===== src/rtl/dmem_arb_pkg.sv =====
// dmem_arb_pkg: shared definitions for the data-memory arbiter.
//   - arb_state_e : sequencer state encoding (IDLE=0, ISSUE=1, WAIT=2, DONE=3)
//   - PORT_CORE / PORT_DMA : requester indices (0 = core data port, 1 = DMA/debug)
//   - MEM_LAT_MIN / MEM_LAT_MAX : legal memory latency range
//   - LAT_CNT_W : width of the wait counter, enough for MEM_LAT_MAX
package dmem_arb_pkg;

  typedef enum logic [1:0] {
    IDLE  = 2'd0,
    ISSUE = 2'd1,
    WAIT  = 2'd2,
    DONE  = 2'd3
  } arb_state_e;

  localparam logic PORT_CORE = 1'b0;
  localparam logic PORT_DMA  = 1'b1;

  localparam int MEM_LAT_MIN = 1;
  localparam int MEM_LAT_MAX = 15;
  localparam int LAT_CNT_W   = 4;

endpackage


===== src/rtl/dmem_arbiter_rr_arb2.sv =====
// rr_arb2: combinational two-way round-robin pick.
// Ports:
//   req0, req1 : requests
//   last_gnt   : index of the port granted most recently
//   winner     : selected port index (meaningful only when valid=1)
//   valid      : at least one request present
module rr_arb2
  import dmem_arb_pkg::*;
(
  input  logic req0,
  input  logic req1,
  input  logic last_gnt,
  output logic winner,
  output logic valid
);

  assign valid = req0 | req1;

  // On a conflict the port that was not served last goes next;
  // otherwise the lone requester wins.
  always_comb begin
    winner = PORT_CORE;
    if (req0 && req1) winner = ~last_gnt;
    else if (req1)    winner = PORT_DMA;
  end

endmodule


===== src/rtl/dmem_arbiter.sv =====
// dmem_arbiter: shares one single-port data memory between the core data
// port (port 0) and a DMA/debug loader (port 1). One access in flight at a
// time: IDLE -> ISSUE (1 cycle) -> WAIT (MEM_LAT cycles) -> DONE (1 cycle).
//
// Ports:
//   clk, Reset_n             : clock, asynchronous active-low reset
//   reqX/weX/addrX/wdataX    : port X request (X = 0 core, 1 DMA)
//   gntX                     : one-cycle pulse, request accepted (ISSUE cycle)
//   doneX                    : one-cycle pulse, access complete (DONE cycle)
//   rdataX                   : read data, valid with doneX, held until next read
//   mem_en/mem_we/mem_addr/mem_wdata/mem_rdata : memory interface
//   busy                     : sequencer not in IDLE
//   state_dbg                : current sequencer state (arb_state_e encoding)
//   cnt_gnt0/cnt_gnt1/cnt_conflict : statistics, only with DMEM_ARB_STATS_EN
//
// Handshake: a requester holds reqX and its we/addr/wdata stable until it
// sees gntX, then may drop or change them. Requests are sampled only in IDLE.
//
// Build option: define DMEM_ARB_STATS_EN to add the statistics counters.
module dmem_arbiter
  import dmem_arb_pkg::*;
#(
  parameter int ADDR_W  = 32,
  parameter int DATA_W  = 32,
  parameter int MEM_LAT = 1   // legal range MEM_LAT_MIN..MEM_LAT_MAX
) (
  input  logic              clk,
  input  logic              Reset_n,
  input  logic              req0,
  input  logic              we0,
  input  logic [ADDR_W-1:0] addr0,
  input  logic [DATA_W-1:0] wdata0,
  output logic              gnt0,
  output logic              done0,
  output logic [DATA_W-1:0] rdata0,
  input  logic              req1,
  input  logic              we1,
  input  logic [ADDR_W-1:0] addr1,
  input  logic [DATA_W-1:0] wdata1,
  output logic              gnt1,
  output logic              done1,
  output logic [DATA_W-1:0] rdata1,
  output logic              mem_en,
  output logic              mem_we,
  output logic [ADDR_W-1:0] mem_addr,
  output logic [DATA_W-1:0] mem_wdata,
  input  logic [DATA_W-1:0] mem_rdata,
  output logic              busy,
  output logic [1:0]        state_dbg
`ifdef DMEM_ARB_STATS_EN
  ,
  output logic [31:0]       cnt_gnt0,
  output logic [31:0]       cnt_gnt1,
  output logic [31:0]       cnt_conflict
`endif
);

  arb_state_e           state_q, state_d;
  logic                 win_q, win_d;
  logic                 last_gnt_q;
  logic                 we_q;
  logic [LAT_CNT_W-1:0] cnt_q, cnt_d;
  logic                 cap;
  logic                 rd_cap;
  logic                 arb_winner, arb_valid;
  logic                 sel_we;
  logic [ADDR_W-1:0]    sel_addr;
  logic [DATA_W-1:0]    sel_wdata;

  rr_arb2 u_rr_arb2 (
    .req0     (req0),
    .req1     (req1),
    .last_gnt (last_gnt_q),
    .winner   (arb_winner),
    .valid    (arb_valid)
  );

  assign sel_we    = arb_winner ? we1    : we0;
  assign sel_addr  = arb_winner ? addr1  : addr0;
  assign sel_wdata = arb_winner ? wdata1 : wdata0;

  always_comb begin
    state_d = state_q;
    win_d   = win_q;
    cnt_d   = cnt_q;
    cap     = 1'b0;
    rd_cap  = 1'b0;
    case (state_q)
      IDLE: begin
        if (arb_valid) begin
          state_d = ISSUE;
          win_d   = arb_winner;
          cap     = 1'b1;
        end
      end
      ISSUE: begin
        state_d = WAIT;
        cnt_d   = LAT_CNT_W'(MEM_LAT);
      end
      WAIT: begin
        // cnt_q==1 marks the cycle in which mem_rdata is valid.
        if (cnt_q == LAT_CNT_W'(1)) begin
          state_d = DONE;
          rd_cap  = ~we_q;
        end else begin
          cnt_d = cnt_q - LAT_CNT_W'(1);
        end
      end
      DONE:    state_d = IDLE;
      default: state_d = IDLE;
    endcase
  end

  // Pulse outputs are registered from the next-state decode so they line up
  // with the state they belong to without a combinational path from reqX.
  always_ff @(posedge clk or negedge Reset_n) begin
    if (!Reset_n) begin
      state_q    <= IDLE;
      win_q      <= PORT_CORE;
      last_gnt_q <= PORT_DMA;
      we_q       <= 1'b0;
      cnt_q      <= '0;
      gnt0       <= 1'b0;
      gnt1       <= 1'b0;
      done0      <= 1'b0;
      done1      <= 1'b0;
      mem_en     <= 1'b0;
      mem_we     <= 1'b0;
      mem_addr   <= '0;
      mem_wdata  <= '0;
      rdata0     <= '0;
      rdata1     <= '0;
    end else begin
      state_q <= state_d;
      win_q   <= win_d;
      cnt_q   <= cnt_d;
      gnt0    <= (state_d == ISSUE) && (win_d == PORT_CORE);
      gnt1    <= (state_d == ISSUE) && (win_d == PORT_DMA);
      done0   <= (state_d == DONE)  && (win_d == PORT_CORE);
      done1   <= (state_d == DONE)  && (win_d == PORT_DMA);
      mem_en  <= cap;
      mem_we  <= cap & sel_we;
      if (cap) begin
        last_gnt_q <= arb_winner;
        we_q       <= sel_we;
        mem_addr   <= sel_addr;
        mem_wdata  <= sel_wdata;
      end
      if (rd_cap) begin
        if (win_q == PORT_DMA) rdata1 <= mem_rdata;
        else                   rdata0 <= mem_rdata;
      end
    end
  end

  assign busy      = (state_q != IDLE);
  assign state_dbg = state_q;

`ifdef DMEM_ARB_STATS_EN
  always_ff @(posedge clk or negedge Reset_n) begin
    if (!Reset_n) begin
      cnt_gnt0     <= '0;
      cnt_gnt1     <= '0;
      cnt_conflict <= '0;
    end else begin
      if (cap && (arb_winner == PORT_CORE)) cnt_gnt0 <= cnt_gnt0 + 32'd1;
      if (cap && (arb_winner == PORT_DMA))  cnt_gnt1 <= cnt_gnt1 + 32'd1;
      if ((state_q == IDLE) && req0 && req1) cnt_conflict <= cnt_conflict + 32'd1;
    end
  end
`endif

endmodule

===== config.mk =====
export PLATFORM = sky130hd
export DESIGN_NAME = dmem_arbiter
export DESIGN_NICKNAME = d
export VERILOG_FILES = /design/src/rtl/dmem_arb_pkg.sv /design/src/rtl/dmem_arbiter_rr_arb2.sv /design/src/rtl/dmem_arbiter.sv
export SDC_FILE = /design/constraint.sdc
export NUM_CORES = 1
export LEC_CHECK = 0
export BUFFER_PORTS_ARGS = -buffer_cell sky130_fd_sc_hd__buf_2
export CAP_MARGIN = 20
export CORE_ASPECT_RATIO = 1.2
export CORE_MARGIN = 2
export CORE_UTILIZATION = 30
export DETAILED_ROUTE_END_ITERATION = 16
export PLACE_DENSITY_LB_ADDON = 0.05
export REMOVE_ABC_BUFFERS = 1
export SETUP_SLACK_MARGIN = 0.05
export SLEW_MARGIN = 20
export SYNTH_ARGS = -nofsm -noshare
export SYNTH_HDL_FRONTEND = slang
export SYNTH_SLANG_ARGS = --single-unit

===== constraint.sdc =====
create_clock -name clk -period 2.51 [get_ports clk]
set_input_delay 0 -clock clk [delete_from_list [all_inputs] [get_ports clk]]
set_output_delay 0 -clock clk [all_outputs]
set_load 0.05 [all_outputs]

==> flow_summary.json <==
{
  "yosysTopAreaCellShare": 0.597,
  "multi_input_area_sq_um": 2210,
  "power.density_nw_per_um2": 1540,
  "hold_viol": 0,
  "cp_max_fo": 34,
  "overflow": 0,
  "die_y_um": 158,
  "wl_per_cell_um": 15.6,
  "yosys.area_share.simple": 0.104,
  "critical_path_class": "register to register",
  "drv_cap": 0,
  "die-area_sq_um": 21000,
  "yosysWarningCount": 0,
  "postSynthCellCount": 550,
  "cts_tree": "built",
  "viasPerCell": 4.67,
  "cts_buffer_depth": 2,
  "syn-cell-area_sq_um": 5950,
  "drv_slew": 0,
  "pre_cts_ws_ns": 0.450,
  "final_common_cell": "buf_2",
  "placed_cells": 1090,
  "outcome": "finished, final reports clean",
  "htreeDepth": 4,
  "syn_area_per_cell_sq_um": 10.8,
  "fmax_ghz": 0.434,
  "final_cells": 1287,
  "final_cell_mix": "buf_2, dlygate4sd3_1, dfrtp_1",
  "synth_seq_area_share": 0.602,
  "ys_ff_latch": 143,
  "routed_wl_um": 20100,
  "max-vdd-ir-drop_v": 0.000648,
  "cp.required_ns": 2.85,
  "die_w_um": 133,
  "cts_made_buffers": 17,
  "grt.total_usage": 0.190,
  "worst_hold_path_type": "input port to register",
  "grt_pass1_vias": 6381,
  "synthTopCellsByArea": "dfrtp_1, mux2_2, a21oi_1",
  "synthAdderAreaFrac": 0.0126,
  "setup_viol": 0,
  "final_layout_size_suffix_gt1_frac": 0.405,
  "p_leak_nw": 4.79,
  "drc_errors": 0,
  "fin_crit_sh": 0.917,
  "worst_pin_slew_ns": 0.647,
  "antenna_found_initial": 0,
  "finalWorstSetupSlack_ns": 0.208,
  "yosysUniqueCellTypes": 33,
  "hold_ws_ns": 0.0940,
  "n_antenna_cell": 0,
  "cts_root_buf": "clkbuf_16",
  "grt_max_degree": 60,
  "portBuffers": 302,
  "synth_compound_area_frac": 0.126,
  "cp-end-kind": "register",
  "synth_xor_area_frac": 0,
  "start_util": 0.305,
  "final_nets": 1185,
  "path_clk_slew_ns": 0.06,
  "coreArea_sq_um": 19500,
  "arrival_ns": 2.64,
  "ios": 303,
  "clock_sinks": 143,
  "layout_min_cycle_time_ns": 2.30,
  "ff_latch_area_sq_um": 3580,
  "row_count": 56,
  "fill_cells": 1837,
  "area_delta_synth_final_pct": 68.5,
  "power_mw": 15.4,
  "grt_pass1_wl_um": 31700,
  "vias": 6006,
  "dr.pass1.iters": 6,
  "yosysTopAreaCell": "dfrtp_1",
  "slew-limit-headroom": 0.567,
  "ant_nets": 0,
  "synthMuxAreaShare": 0.125,
  "place_hpwl_um": 13000,
  "gp_congestion": 0.806,
  "rsz0062_at_grt": "false",
  "startpoint_type": "register",
  "synth_top_family_by_area": "compound AO/OA/AOI/OAI gates",
  "insertion_delay_ns": 0.41,
  "dr.first_iter.drc_count": 165,
  "fin_skew_ns": 0.0116
}
==> cells by family after synthesis <==
kind of cell / Yosys count
compound gates: 143
fa+ha+maj: 6
buf+inv: 41
flops: 143
mux: 66
simple gates: 151
==> layer usage <==
metal,track usage,part of all wire,vias to the layer above
met3,0.0493,0.065,32
met1,0.219,0.41,2930
met4,0.0727,0.022,0
li1,-,-,2806
met2,0.340,0.51,238
met5,0,0,-
==> flip-flops by register name, indices dropped and copies added, names as in the netlist <==
register and count:
mem_addr 32, mem_wdata 32, rdata0 32, rdata1 32, cnt_q 4, state_dbg 2
done0 1, done1 1, gnt0 1, gnt1 1, last_gnt_q 1, mem_en 1
mem_we 1, we_q 1, win_q 1
==> path summary, 6_finish.rpt <==
path | startpoint | end | slack, ns | cells after the start
worst max register to register | state_dbg[0] | mem_addr[2] | 0.21 | 8
min in group asynchronous | Reset_n | rdata0[0] | 0.12 | 2
max in group asynchronous | Reset_n | mem_wdata[23] | 1.62 | 3
worst min register to register | rdata1[22] | rdata1[22] | 0.49 | 1
worst min-delay path | req1 | win_q | 0.09 | 2
worst max-delay path | state_dbg[0] | mem_addr[2] | 0.21 | 8
==> through the flow <==
step	util	setup TNS (ns)	cell area [sq um]
finish	0.515	0	10000
global route	0.515	0	10000
CTS	0.514	0	10000
detailed placement	0.401	0	7800
global placement	0.401	0	7800
floorplan	-	-238.67	5790
==> layout make-up <==
type | instances | share of cell area
Clock buffer | 20 | 0.0446
Clock inverter | 12 | 0.0111
Inverter | 6 | 0.00225
Multi-Input combinational cell | 366 | 0.220
Sequential cell | 143 | 0.357
Tap cell | 261 | 0.0326
Timing Repair Buffer | 479 | 0.332
==> critical path, cell delays in order (launching register included) <==
cell and delay (ns):
dfrtp_1 0.42, inv_1 0.12, ha_2 0.27, o21ai_4 0.20, inv_2 0.13, buf_6 0.28, nor2_1 0.08, a21oi_1 0.14
dlygate4sd3_1 0.57
==> cell usage after synthesis, drive strengths merged <==
| cell type | count |
|---|---|
| nand2b | 1 |
| a21oi | 131 |
| a21boi | 1 |
| o21ai | 4 |
| or4 | 1 |
| and3b | 2 |
| or3b | 1 |
| and3 | 1 |
| clkbuf | 13 |
| a21bo | 1 |
| buf | 22 |
| nor2b | 1 |
| o22ai | 1 |
| dfstp | 1 |
| a31oi | 1 |
| nor3 | 2 |
| nand3 | 2 |
| mux2i | 1 |
| dfrtp | 142 |
| nand2 | 68 |
| ha | 6 |
| nor2 | 70 |
| mux2 | 65 |
| a22o | 1 |
| a221oi | 1 |
| nor3b | 2 |
| inv | 6 |
| a32o | 1 |
| o31ai | 1 |
==> where the power goes <==
| group | leakage [nW] | internal, mW | switching (mW) | total [mW] |
|---|---|---|---|---|
| Clock | 0.255 | 1.39 | 1.01 | 2.40 |
| Sequential | 1.66 | 3.44 | 0.564 | 4.00 |
| Combinational | 2.88 | 2.95 | 6.03 | 8.98 |
| Total | 4.79 | 7.79 | 7.60 | 15.4 |
==> what timing repair did <==
item | in CTS | in global routing
gates resized for setup | 0 | 3
hold buffers | 165 | 0
hold endpoints to repair | 187 | 0
buffers inserted | 0 | 0
endpoints found under the setup margin | 0 | 64
No activity file was read; power rests on OpenSTA's default activity.
